File: src/rtl/washer_cycle_ctrl.sv
// Washing-machine cycle sequencer: FILL/WASH/DRAIN/RINSE/SPIN with a shared prescaler and phase timer.
// Optional second rinse pass is enabled by defining WASHER_DOUBLE_RINSE_EN.
module washer_cycle_ctrl #(
   parameter int unsigned TICK_DIV    = 4,
   parameter int unsigned FILL_TICKS  = 5,
   parameter int unsigned WASH_TICKS  = 8,
   parameter int unsigned DRAIN_TICKS = 3,
   parameter int unsigned RINSE_TICKS = 5,
   parameter int unsigned SPIN_TICKS  = 6
) (
   input  logic       clk,
   input  logic       rstn,
   input  logic       start,
   input  logic       abort,
   input  logic       pause,
   input  logic       door_closed,
   output logic       valve_open,
   output logic       motor_on,
   output logic       motor_fast,
   output logic       drain_on,
   output logic       door_lock,
   output logic       busy,
   output logic       done,
   output logic [2:0] state
);

   localparam int unsigned MAX_A     = (FILL_TICKS > WASH_TICKS) ? FILL_TICKS : WASH_TICKS;
   localparam int unsigned MAX_B     = (DRAIN_TICKS > RINSE_TICKS) ? DRAIN_TICKS : RINSE_TICKS;
   localparam int unsigned MAX_C     = (MAX_A > MAX_B) ? MAX_A : MAX_B;
   localparam int unsigned MAX_TICKS = (MAX_C > SPIN_TICKS) ? MAX_C : SPIN_TICKS;
   localparam int unsigned TW        = $clog2(MAX_TICKS + 1);
   localparam int unsigned PW        = $clog2(TICK_DIV + 1);

   typedef enum logic [2:0] {
      S_IDLE  = 3'd0,
      S_FILL  = 3'd1,
      S_WASH  = 3'd2,
      S_DRAIN = 3'd3,
      S_RINSE = 3'd4,
      S_SPIN  = 3'd5,
      S_DONE  = 3'd6
   } state_e;

   state_e        state_q, state_d;
   logic [PW-1:0] pre_q, pre_d;
   logic [TW-1:0] tmr_q, tmr_d;
   logic [TW-1:0] last_tmr;
   logic          aborting_q, aborting_d;
   logic          hold;
   logic          valve_d, motor_d, fast_d, drain_d, busy_d, done_d;
`ifdef WASHER_DOUBLE_RINSE_EN
   logic          rinse_pass_q, rinse_pass_d;
`endif

   assign hold  = pause | ~door_closed;
   assign state = state_q;

   // Terminal timer value of the phase currently running
   always_comb begin
      last_tmr = '0;
      case (state_q)
         S_FILL:  last_tmr = TW'(FILL_TICKS - 1);
         S_WASH:  last_tmr = TW'(WASH_TICKS - 1);
         S_DRAIN: last_tmr = TW'(DRAIN_TICKS - 1);
         S_RINSE: last_tmr = TW'(RINSE_TICKS - 1);
         S_SPIN:  last_tmr = TW'(SPIN_TICKS - 1);
         default: last_tmr = '0;
      endcase
   end

   always_ff @(posedge clk or negedge rstn) begin
      if (!rstn) begin
         state_q      <= S_IDLE;
         pre_q        <= '0;
         tmr_q        <= '0;
         aborting_q   <= 1'b0;
`ifdef WASHER_DOUBLE_RINSE_EN
         rinse_pass_q <= 1'b0;
`endif
      end else begin
         state_q      <= state_d;
         pre_q        <= pre_d;
         tmr_q        <= tmr_d;
         aborting_q   <= aborting_d;
`ifdef WASHER_DOUBLE_RINSE_EN
         rinse_pass_q <= rinse_pass_d;
`endif
      end
   end

   always_comb begin
      state_d      = state_q;
      pre_d        = pre_q;
      tmr_d        = tmr_q;
      aborting_d   = aborting_q;
`ifdef WASHER_DOUBLE_RINSE_EN
      rinse_pass_d = rinse_pass_q;
`endif
      case (state_q)
         S_IDLE: begin
            aborting_d = 1'b0;
`ifdef WASHER_DOUBLE_RINSE_EN
            rinse_pass_d = 1'b0;
`endif
            if (start && door_closed) begin
               state_d = S_FILL;
               pre_d   = '0;
               tmr_d   = '0;
            end
         end
         S_FILL, S_WASH, S_DRAIN, S_RINSE, S_SPIN: begin
            // Abort wins over hold and over a same-cycle phase end
            if (abort && (state_q != S_DRAIN)) begin
               state_d    = S_DRAIN;
               aborting_d = 1'b1;
               pre_d      = '0;
               tmr_d      = '0;
`ifdef WASHER_DOUBLE_RINSE_EN
               rinse_pass_d = 1'b0;
`endif
            end else if (!hold) begin
               if (pre_q == PW'(TICK_DIV - 1)) begin
                  pre_d = '0;
                  if (tmr_q == last_tmr) begin
                     tmr_d = '0;
                     case (state_q)
                        S_FILL: state_d = S_WASH;
                        S_WASH: state_d = S_DRAIN;
                        S_DRAIN: begin
                           if (aborting_q) begin
                              state_d    = S_IDLE;
                              aborting_d = 1'b0;
                           end else begin
                              state_d = S_RINSE;
                           end
                        end
`ifdef WASHER_DOUBLE_RINSE_EN
                        S_RINSE: begin
                           if (!rinse_pass_q) begin
                              state_d      = S_DRAIN;
                              rinse_pass_d = 1'b1;
                           end else begin
                              state_d = S_SPIN;
                           end
                        end
`else
                        S_RINSE: state_d = S_SPIN;
`endif
                        default: state_d = S_DONE;
                     endcase
                  end else begin
                     tmr_d = tmr_q + TW'(1);
                  end
               end else begin
                  pre_d = pre_q + PW'(1);
               end
            end
         end
         S_DONE:  state_d = S_IDLE;
         default: state_d = S_IDLE;
      endcase
   end

   // Actuator decode of the next state, registered alongside the state itself
   always_comb begin
      valve_d = (state_d == S_FILL) || (state_d == S_RINSE);
      motor_d = (state_d == S_WASH) || (state_d == S_RINSE) || (state_d == S_SPIN);
      fast_d  = (state_d == S_SPIN);
      drain_d = (state_d == S_DRAIN) || (state_d == S_SPIN);
      busy_d  = (state_d != S_IDLE);
      done_d  = (state_d == S_DONE);
   end

   always_ff @(posedge clk or negedge rstn) begin
      if (!rstn) begin
         valve_open <= 1'b0;
         motor_on   <= 1'b0;
         motor_fast <= 1'b0;
         drain_on   <= 1'b0;
         door_lock  <= 1'b0;
         busy       <= 1'b0;
         done       <= 1'b0;
      end else begin
         valve_open <= valve_d;
         motor_on   <= motor_d;
         motor_fast <= fast_d;
         drain_on   <= drain_d;
         door_lock  <= busy_d;
         busy       <= busy_d;
         done       <= done_d;
      end
   end

endmodule

File: config.mk
export PLATFORM = sky130hd
export DESIGN_NAME = washer_cycle_ctrl
export DESIGN_NICKNAME = d
export VERILOG_FILES = /design/src/rtl/washer_cycle_ctrl.sv
export SDC_FILE = /design/constraint.sdc
export NUM_CORES = 1
export LEC_CHECK = 0
export CAP_MARGIN = 40
export CELL_PAD_IN_SITES_DETAIL_PLACEMENT = 2
export CELL_PAD_IN_SITES_GLOBAL_PLACEMENT = 2
export CORE_MARGIN = 2
export CORE_UTILIZATION = 37
export CTS_BUF_LIST = sky130_fd_sc_hd__clkbuf_4
export CTS_CLUSTER_SIZE = 25
export DETAILED_ROUTE_END_ITERATION = 10
export PLACE_DENSITY_LB_ADDON = 0.1
export SLEW_MARGIN = 30
export SYNTH_ARGS = -nofsm -noshare
export SYNTH_HDL_FRONTEND = slang
export SYNTH_SLANG_ARGS = --single-unit
export TNS_END_PERCENT = 20
File: constraint.sdc
create_clock -name clk -period 3.1 [get_ports clk]
set_input_delay 0.62 -clock clk [delete_from_list [all_inputs] [get_ports clk]]
set_output_delay 0.62 -clock clk [all_outputs]
set_load 0.01 [all_outputs]
==> results of run 1 <==
[worst register-to-register path: cells and delay by family (launching register included)]
family          cells  cell delay (ns)
compound gates      5             1.13
flops               1             0.83
simple gates        1             0.27
[through the flow]
step	cell area, µm²	utilization, %	total power (µW)	hold slack [ns]
after floorplan	1160	-	410	0.324
after global placement	1330	43.9	456	0.481
after detailed placement	1330	43.9	473	0.516
after CTS	1360	44.9	608	0.542
after global routing	1370	45.3	651	0.554
final	1370	45.3	600	0.536
[final timing paths]
kind,start,slack [ns],depth (start not counted),to
min reg2reg,pre_q[1],0.54,1,pre_q[1]
min,pre_q[1],0.54,1,pre_q[1]
min in group asynchronous,rstn,0.60,1,busy
max reg2reg,state[0],0.77,6,tmr_q[3]
max in group asynchronous,rstn,2.07,2,tmr_q[3]
max,state[0],0.69,1,state[0]
[synthesized netlist by cell type (2+ instances only)]
cell type	n	area, µm²
sky130_fd_sc_hd__dfrtp_1	17	425
sky130_fd_sc_hd__nand2_1	14	52.6
sky130_fd_sc_hd__a21oi_1	9	45.0
sky130_fd_sc_hd__inv_1	8	30.0
sky130_fd_sc_hd__nor2_1	8	30.0
sky130_fd_sc_hd__o21ai_0	7	35.0
sky130_fd_sc_hd__buf_2	5	25.0
sky130_fd_sc_hd__a21o_1	4	30.0
sky130_fd_sc_hd__and4bb_2	3	37.5
sky130_fd_sc_hd__nand3_1	3	15.0
sky130_fd_sc_hd__nor3_1	3	15.0
sky130_fd_sc_hd__nor3b_1	3	22.5
sky130_fd_sc_hd__a2111o_1	2	22.5
sky130_fd_sc_hd__a22o_1	2	17.5
sky130_fd_sc_hd__a31oi_1	2	12.5
sky130_fd_sc_hd__buf_4	2	15.0
sky130_fd_sc_hd__ha_1	2	25.0
sky130_fd_sc_hd__nand2b_1	2	12.5
sky130_fd_sc_hd__nor4_1	2	12.5
sky130_fd_sc_hd__o21ai_1	2	10.0
sky130_fd_sc_hd__o21ai_2	2	17.5
sky130_fd_sc_hd__o22ai_1	2	12.5
sky130_fd_sc_hd__xnor2_1	2	17.5
[flip-flops by register name, summed over array words and instances (netlist names)]
signal / flops
tmr_q: 4
pre_q: 3
state: 3
aborting_q: 1
busy: 1
done: 1
drain_on: 1
motor_fast: 1
motor_on: 1
valve_open: 1
[layout make-up]
cell class	count	area (µm²)	share of cell area, %
well taps	44	55.1	4.01
clock buffers	4	30.0	2.19
flip-flops and latches	17	425	31.0
inverters	8	30.0	2.19
repair buffers	18	176	12.9
multi-input cells	95	654	47.7
[logic make-up (layout without fill, tap and decap cells)]
logic type	after synthesis	after routing
flops	17	17
simple gates	45	45
xor+xnor	2	2
mux	1	1
compound gates	45	45
buf+inv	16	30
fa+ha+maj	2	2
[report_power, final]
part	internal (µW)	leakage, µW	switching [µW]
Combinational	80.2	0.000345	88.9
Clock	59.0	0.0000184	74.7
Sequential	253	0.000199	43.9
[per-layer routing]
metal	track usage, %	up-vias	routed length (µm)
li1	-	491	-
met1	28.8	518	1570
met2	34.0	15	1630
met3	3.46	5	72
met4	7.94	0	47
met5	0	-	0
==> results list, run 1 <==
- The run finished with clean final reports.
* Synthesized netlist cell count: 128
* Global-route wire length before repair: 5620 µm
- Setup violations remaining at the end of the flow were counted as 0.
* Ys Warns: 0
- GRT Overall Usage: 21.3%
* Clock transition at the register clock pins on the worst setup and hold paths after CTS: 0.10 ns
- Adder-cell area share of the yosys netlist: 2.16%
* Maximum net fanout on the critical path: 21
* CTS root buf: sky130_fd_sc_hd__clkbuf_4
- Most frequent standard cell in the layout excluding fill and tap cells: sky130_fd_sc_hd__dfrtp_1
- Remaining design rule violation count: 0
- After clock tree synthesis, the setup repair step added 0 buffers.
- Worst hold-check path type: flip-flop to flip-flop
- Dpl hpwl: 2460 µm
* Final count of pins violating max slew: 0
- Kind of start point of the critical path: flip-flop
- The region available for standard cell placement spans 3030 µm².
* Buffer levels on the longest clock path: 2
- The initial antenna violation count was 0.
* Worst setup slack before clock tree synthesis: 0.415 ns
- The count of final hold-check violations is 0.
- By area, the combinational part of the netlist is dominated by compound AO/OA/AOI/OAI gates.
- Starting Density: 38.3%
- After synthesis, the netlist uses 45 different library cells.
* Hold bufs inserted after CTS: 0
* Worst Tran Pin Value: 0.731 ns
* CP Class: flip-flop to primary output
- Leakage Power: 0.000562 µW
- Final worst path period need: 2.41 ns
- Summed over all layers, the global routing overflow is 0.
- Vertical die dimension: 60.0 µm
- Arrival time worst endpoint: 1.79 ns
- TritonRoute pass-1 iters: 4
* Cell area power density: 437 nW/µm²
- CTS built an H-tree with a depth of 1.
- The synthesized netlist devotes 1.51% of its cell area to XOR and XNOR gates.
* Max stage delay on crit path: 0.83 ns
* Cell family contributing the most delay on the critical path: flip-flops
- The top cell types in the final layout, fill and taps aside, are 17 x sky130_fd_sc_hd__dfrtp_1, 15 x sky130_fd_sc_hd__clkdlybuf4s50_1, 14 x sky130_fd_sc_hd__nand2_1, 9 x sky130_fd_sc_hd__a21oi_1.
- Clock buffer count from CTS: 3
- Drt via density: 5.53
- Once placement completed, the tool counted placed cells totaling 181.
* Setup_tns: 0 ns
- Avg Cell Area, Syn: 9.07 µm²
* Post-synth ARST share: 100%
- Layout cell share with drive strength beyond 1: 16.2%
- Entering global routing, the biggest net connects 22 pins.
* Endpoint required time on the critical path: 2.48 ns
- Summing the areas of all compound-gate instances in the mapped netlist gives 30.2% of the synthesized area.
- Among all flip-flop cells after synthesis, the most frequent one is sky130_fd_sc_hd__dfrtp_1.
- Library cell contributing the largest single delay on the critical path: sky130_fd_sc_hd__dfrtp_1
* RSZ-0062 raised after global routing: no
* Final non-filler cell total: 186
- Routed wire per std cell: 17.9 µm
- Relative slew slack: 51.3%
* Net count of the mapped netlist: 136
* Mapped cell area: 1160 µm²
* Yosys reg bits: 17
* Routed via count: 1029
* Total of max-cap violations: 0
- The die is 60.0 µm wide.
* Worst-path cell chain: clkdlybuf4s50_1
- The number of buffers and inverters on the critical path is 1.
- The count of nets left with antenna violations once routing finished came out at 0.
* # port buffers: 15
- Final layout net count: 151
- Cts repair resizes: 0
- DIE AREA: 3600 µm²
- Across all setup checks in the final design, the least slack found is 0.685 ns.
- Worst skew pair latency: 0.30 ns
- In this run, the number of DRC markers left after iteration 0 of detailed routing was 23.
- The share of the Yosys chip area taken by registers is 36.6%.
* Number of synthesized flops with an enable pin: 0
* Clock skew after layout: 0.00540 ns
* Peak supply drop: 244 µV
* Routed WL: 3330 µm
- Number of clock sinks seen by CTS: 17
* Number of fill cells in the layout: 347
- Multiplexer cells account for 0.862% of the synthesized area.
- Area added between synthesis and finish: 18.1%
- Highest achievable clock rate: 414 MHz
- Simple-gate area share of the yosys netlist: 21.7%
- CTS tree: built
- Period utilization: 77.9%
- Number of rows in the core area: 20
- The repair_antennas step left the layout with diodes totalling 0.
* Boundary pin count: 16
* GPL Wtd Cong: 0.765
- The number of global-route vias before repair came to 1072.
- The worst setup path is captured at a primary output.
(Power assumes the default switching activity.)
==> run 2: changes to the inputs <==
Settings changed: CORE_UTILIZATION 37 to 31.
Clock period 3.1 ns to 1.95 ns, I/O delays scaled along.
==> results list, run 2 (same netlist as run 1, synthesis figures left out) <==
- Maximum net fanout on the critical path: 9
- The worst pin sits at a relative slew slack of 73.0%.
- Final Hold Vio Count: 0
- The register with the most flip-flops in the layout has 4 of them.
- Largest register by flop count: tmr_q
- IR analysis of the VDD net gives a maximum drop of 415 µV.
* Clock skew after layout: 0.00688 ns
- GRT Overall Usage: 18.7%
- The number of buffers and inverters on the critical path is 1.
- In this run the critical register-to-register path is captured at valve_open.
- Detailed placement ended at an HPWL of 2740 µm.
- Counting cells, the worst reg-to-reg path comes to 7.
- Cell family contributing the most delay on the critical path: compound AO/OA/AOI/OAI gates
- Count of routing violations after the opening detailed-route iteration: 27
- Traced cell by cell, the critical path runs through and4bb_2 > o21ai_2 > a31oi_4 > buf_4 > a211o_1 > a21o_1 > a21oi_2.
* Clock buffer count from CTS: 3
* Period utilization: 103%
* Routed WL: 4030 µm
- Total of max-cap violations: 0
* Arrival time worst endpoint: 2.24 ns
* CP Class: flip-flop to flip-flop
* Library cell contributing the largest single delay on the critical path: sky130_fd_sc_hd__dfrtp_2
* Worst hold-check path type: input pin to async pin
- At the end of routability-driven placement, the weighted congestion stood at 0.725.
- TritonRoute pass-1 iters: 4
* Number of nets with antenna violations after detailed routing: 0
- CORE AREA: 3630 µm²
- The run finished, with violations left.
- The final reports fail on negative setup slack.
- TritonCTS built the clock tree.
* Starting Density: 32.0%
* Number of rows in the core area: 22
- Counting along the longest clock path gives a buffer depth of 2.
* Clock transition at the register clock pins on the worst setup and hold paths after CTS: 0.11 ns
- Number of clock sinks seen by CTS: 17
* Global route overflow: 0
* Global-route track usage on met2: 30.7%
- Entering global routing, the biggest net connects 20 pins.
- After clock tree synthesis, the flow added hold-fix buffers numbering 0.
- CTS placed an instance of sky130_fd_sc_hd__clkbuf_4 at the clock tree root.
* Global routing usage on met1: 25.2%
* Most frequent standard cell in the layout excluding fill and tap cells: sky130_fd_sc_hd__buf_4
- Counting I/O delays and the setup requirement, the final critical path takes 2.01 ns.
- Worst skew pair latency: 0.31 ns
- Leading cell types in the layout, fill and taps excluded: 29 x sky130_fd_sc_hd__buf_4, 14 x sky130_fd_sc_hd__nand2_1, 14 x sky130_fd_sc_hd__clkdlybuf4s50_1, 13 x sky130_fd_sc_hd__dfrtp_1
- At the pin with the least slew margin, the transition time is 0.400 ns.
- Via count of the first global-routing pass: 1204
- Once layout is complete, the utilization of the core stands at 46.0%.
* H-tree levels: 1
- The initial antenna violation count came to 0.
- Of the cells placed in the final design, the portion with a size suffix greater than 1 is 38.8%.
- # port buffers: 15
* Worst setup slack before clock tree synthesis: -0.324 ns
- The first global-routing pass estimated 6070 µm of wire.
* Boundary pin count: 16
- RSZ-0062 raised after global routing: yes
* Global Route met3 Usage: 2.23%
- The routed layout has 1155 vias.
* Design area: 1670 µm²
- Final layout net count: 179
* Endpoint required time on the critical path: 2.18 ns
- After detailed routing, the number of vias per cell comes to 5.30.
- Kind of start point of the critical path: flip-flop
- Compared with the post-synthesis result, the final layout area differs by 44.0%.
* Leakage Power: 0.000719 µW
- Max stage delay on crit path: 0.48 ns
- The count of final max-slew check failures is 0.
- Reg-to-Reg Start: state[2]
- Derived from the worst setup path, the maximum achievable clock frequency is 498 MHz.
- Ant diodes: 0
- Die Width: 65.2 µm
* Vertical die dimension: 65.2 µm
- Cell area power density: 655 nW/µm²
- DIE AREA: 4250 µm²
* Kind of capture point of the worst setup path: flip-flop
- The setup check on the worst reg-to-reg path leaves a slack of -0.06 ns.
- GRT Max-Usage Layer: met2
- Total power for the finished layout comes to 1100 µW.
- Setup violations remaining at the end of the flow were counted as 2.
* Standard cell area after detailed placement: 1480 µm²
- Post-route worst setup slack: -0.0575 ns
- Routed wire per std cell: 18.5 µm
- The filler cells instantiated in the layout total 408.
* Remaining design rule violation count: 0
## run 2: changes by cell type in the layout (fill, tap and decap cells not counted), sizes merged
cell	previous run	this run
dlymetal6s2s	0	1
clkdlybuf4s50	15	14
buf	3	31
## run 2: how the worst max path moves through the flow
stage | slack [ns] | from | depth (start not counted) | end
after floorplan | 0.13 | state[2] | 6 | busy
after global placement | -0.25 | door_closed | 7 | tmr_q[2]
after detailed placement | -0.32 | door_closed | 7 | tmr_q[3]
after CTS | -0.05 | state[2] | 2 | state[2]
after global routing | -0.12 | state[2] | 7 | valve_open
final | -0.06 | state[2] | 7 | valve_open
## run 2: what timing repair did
item / CTS / global route
pin swaps: 8 / 5
endpoints found under the hold margin: 0 / 0
gates resized for setup: 10 / 15
setup endpoints to repair: 16 / 16
buffers inserted: 4 / 7
## run 2: power by group
part / total [µW] / internal, µW / switching (µW)
Sequential: 461 / 404 / 57.1
Combinational: 417 / 221 / 195
Clock: 218 / 94.0 / 124
Total: 1100 / 719 / 376
## run 2: per-stage QoR
stage / hold slack, ns / TNS [ns] / instances
after floorplan: 0.0944 / 0 / 128
after global placement: 0.473 / -2.94 / 204
after detailed placement: 0.474 / -3.63 / 204
after CTS: 0.416 / -0.0830 / 211
after global routing: 0.427 / -0.971 / 218
final: 0.400 / -0.0670 / 218
## run 2: worst register-to-register path, cell delays in order, from the launching register on
cell and delay (ns):
sky130_fd_sc_hd__dfrtp_2 0.48, sky130_fd_sc_hd__and4bb_2 0.29, sky130_fd_sc_hd__o21ai_2 0.18, sky130_fd_sc_hd__a31oi_4 0.16, sky130_fd_sc_hd__buf_4 0.17, sky130_fd_sc_hd__a211o_1 0.33, sky130_fd_sc_hd__a21o_1 0.18, sky130_fd_sc_hd__a21oi_2 0.15
## run 2: metal layers
layer,wire (µm),vias up
li1,-,543
met4,81,0
met3,77,7
met5,0,-
met2,1950,14
met1,1920,591
## run 2: cell type report
class	count	area [µm²]	area share [%]
clock buffer	4	30.0	1.80
inverter	8	30.0	1.80
multi-input combinational	95	719	43.0
sequential	17	430	25.7
tap	48	60.1	3.59
timing repair buffer	46	402	24.0
==> run 3: changes to the inputs <==
Settings changed: REMOVE_ABC_BUFFERS set to 1.
==> results list, run 3 (same netlist as run 1, synthesis figures left out) <==
- The run finished, with violations left.
- Failing checks: negative setup slack
- Kind of start point of the critical path: flip-flop
- Worst skew pair latency: 0.30 ns
- Worst-path cell chain: a2111o_1 > a31oi_4 > a31oi_1 > a311oi_2 > nand2_1
* Reg-to-Reg Start: state[2]
- # port buffers: 15
- Remaining design rule violation count: 0
- Worst setup slack before clock tree synthesis: -0.350 ns
- Layout cell share with drive strength beyond 1: 38.6%
- Hold timing on the final database bottoms out at a slack of 0.418 ns.
- Measured against its own limit, the worst slew margin works out to 74.6%.
- Max stage delay on crit path: 0.48 ns
- Vertical die dimension: 65.2 µm
* Kind of capture point of the worst setup path: flip-flop
- The first global-routing pass estimated 6160 µm of wire.
- TritonRoute pass-1 iters: 3
* Routed wire per std cell: 16.9 µm
* CTS tree: built
- Buffer levels on the longest clock path: 2
- Entering global routing, the biggest net connects 19 pins.
* Starting Density: 32.0%
- TritonCTS created 3 clock buffers.
- GPL Wtd Cong: 0.799
- Final Hold Vio Count: 0
- The floorplan step defined a die boundary enclosing 4250 µm².
* Worst Tran Pin Value: 0.381 ns
- Library cell contributing the largest single delay on the critical path: sky130_fd_sc_hd__dfrtp_2
- Setup violations remaining at the end of the flow were counted as 2.
- H-tree levels: 1
* Via count of the first global-routing pass: 1217
* Number of rows in the core area: 22
- Final layout net count: 180
* Routed WL: 3710 µm
- Critical path buffers and inverters: 0
- Across the routed clock network, the largest skew measured is 0.00297 ns.
* Number of clock sinks seen by CTS: 17
* Number of nets with antenna violations after detailed routing: 0
- Post-route worst setup slack: -0.0262 ns
- The sequential cells in the finished layout cover a total of 427 µm².
* Count of routing violations after the opening detailed-route iteration: 40
- After clock tree synthesis, the clock-pin slew on the worst setup and hold paths is 0.11 ns.
* Boundary pin count: 16
* Largest register by flop count: tmr_q
- Hold bufs inserted after CTS: 0
- The register with the most flip-flops in the layout has 4 of them.
* Design area: 1670 µm²
* Length of routed met3 wiring: 89 µm
* Worst hold-check path type: input pin to async pin
* Count of cells along the worst register-to-register path: 5
* CTS root buf: sky130_fd_sc_hd__clkbuf_4
- Leakage Power: 0.000718 µW
- Peak supply drop: 462 µV
- Summing over every cut layer, the via total after detailed routing is 1141.
- Dpl hpwl: 2730 µm
- Highest achievable clock rate: 506 MHz
- Maximum net fanout on the critical path: 7
- CP Class: flip-flop to flip-flop
- In the finished design, the share of the clock period the worst path needs comes to 101%.
* Number of antenna violations at the first check in global routing: 0
* Setup slack, reg-to-reg: -0.03 ns
* Endpoint of the most critical register-to-register path: busy
- Die Width: 65.2 µm
* Cell area power density: 640 nW/µm²
* Global route overflow: 0
- The core region is 3630 µm².
- Cell family contributing the most delay on the critical path: compound AO/OA/AOI/OAI gates
- After detailed routing, the met2 layer carries 1860 µm of wire.
- Data on the critical path is required at its endpoint by 2.15 ns.
- GRT Overall Usage: 18.7%
- Data on the critical path arrives at its endpoint at 2.17 ns.
- Setup repair after global routing could not meet its margin everywhere.
- Max layer used: met4
- Instance count after placement with tap cells included: 208
- Relative to the synthesized area, the layout overhead comes to 43.7%.
- Total of max-cap violations: 0
- Drt via density: 5.21
* Final non-filler cell total: 219
- Number of fill cells in the layout: 418
- Standard cell area after detailed placement: 1520 µm²
- The multi-input combinational cells in the finished layout cover a total of 723 µm².
- Cells fill 45.9% of the core in the end.
- Wire length the detailed router placed on met1: 1740 µm
- Most frequent standard cell in the layout excluding fill and tap cells: sky130_fd_sc_hd__buf_4
* Ant diodes: 0
- The worst path in the final design needs a cycle of 1.98 ns, including I/O delays and setup.
- In the layout the commonest cells are 31 x sky130_fd_sc_hd__buf_4, 16 x sky130_fd_sc_hd__dfrtp_1, 14 x sky130_fd_sc_hd__clkdlybuf4s50_1, 13 x sky130_fd_sc_hd__nand2_1, 8 x sky130_fd_sc_hd__inv_1.
- The count of final max-slew check failures came to 0.
run 3: cell types whose count changed in the layout (fill, tap and decap cells not counted), sizes merged:
cell / delta
buf: +1
clkbuf: -1
clkinv: +1
dlygate4sd2: +1
dlymetal6s2s: -1
run 3: cell type report:
| type | instances | share of cell area [%] |
|---|---|---|
| inverters | 8 | 1.80 |
| flip-flops and latches | 17 | 25.6 |
| multi-input cells | 95 | 43.3 |
| clock inverters | 1 | 0.300 |
| well taps | 48 | 3.60 |
| repair buffers | 47 | 24.1 |
| clock buffers | 3 | 1.35 |
run 3: stage by stage:
| stage | TNS (ns) | power (µW) |
|---|---|---|
| final | -0.0372 | 1070 |
| after global routing | -0.487 | 1150 |
| after CTS | -0.0441 | 1020 |
| after detailed placement | -4.23 | 799 |
| after global placement | -2.76 | 776 |
| after floorplan | -0.0870 | 647 |
run 3: worst max-delay path by stage:
stage | start | end | slack (ns) | cells after the start
after global placement | abort | valve_open | -0.27 | 7
after detailed placement | door_closed | tmr_q[0] | -0.35 | 7
after global routing | state[2] | busy | -0.1 | 5
final | state[2] | busy | -0.03 | 5
after CTS | pre_q[0] | valve_open | -0.03 | 9
after floorplan | state[1] | busy | -0.04 | 6
run 3: what timing repair did:
action / in CTS / in global routing
gates resized for setup: 8 / 10
endpoints found under the setup margin: 11 / 12
setup buffers: 1 / 7
pin swaps: 3 / 6
run 3: routing by layer:
layer  GRT usage [%]  up-vias
met3            3.94        4
met5               0        -
li1                -      543
met2            32.1       14
met1            24.3      580
met4            3.91        0
run 3: power by group:
part	switching [µW]	internal (µW)	total, µW
Combinational	184	215	399
Clock	126	76.6	202
Sequential	65.4	402	467
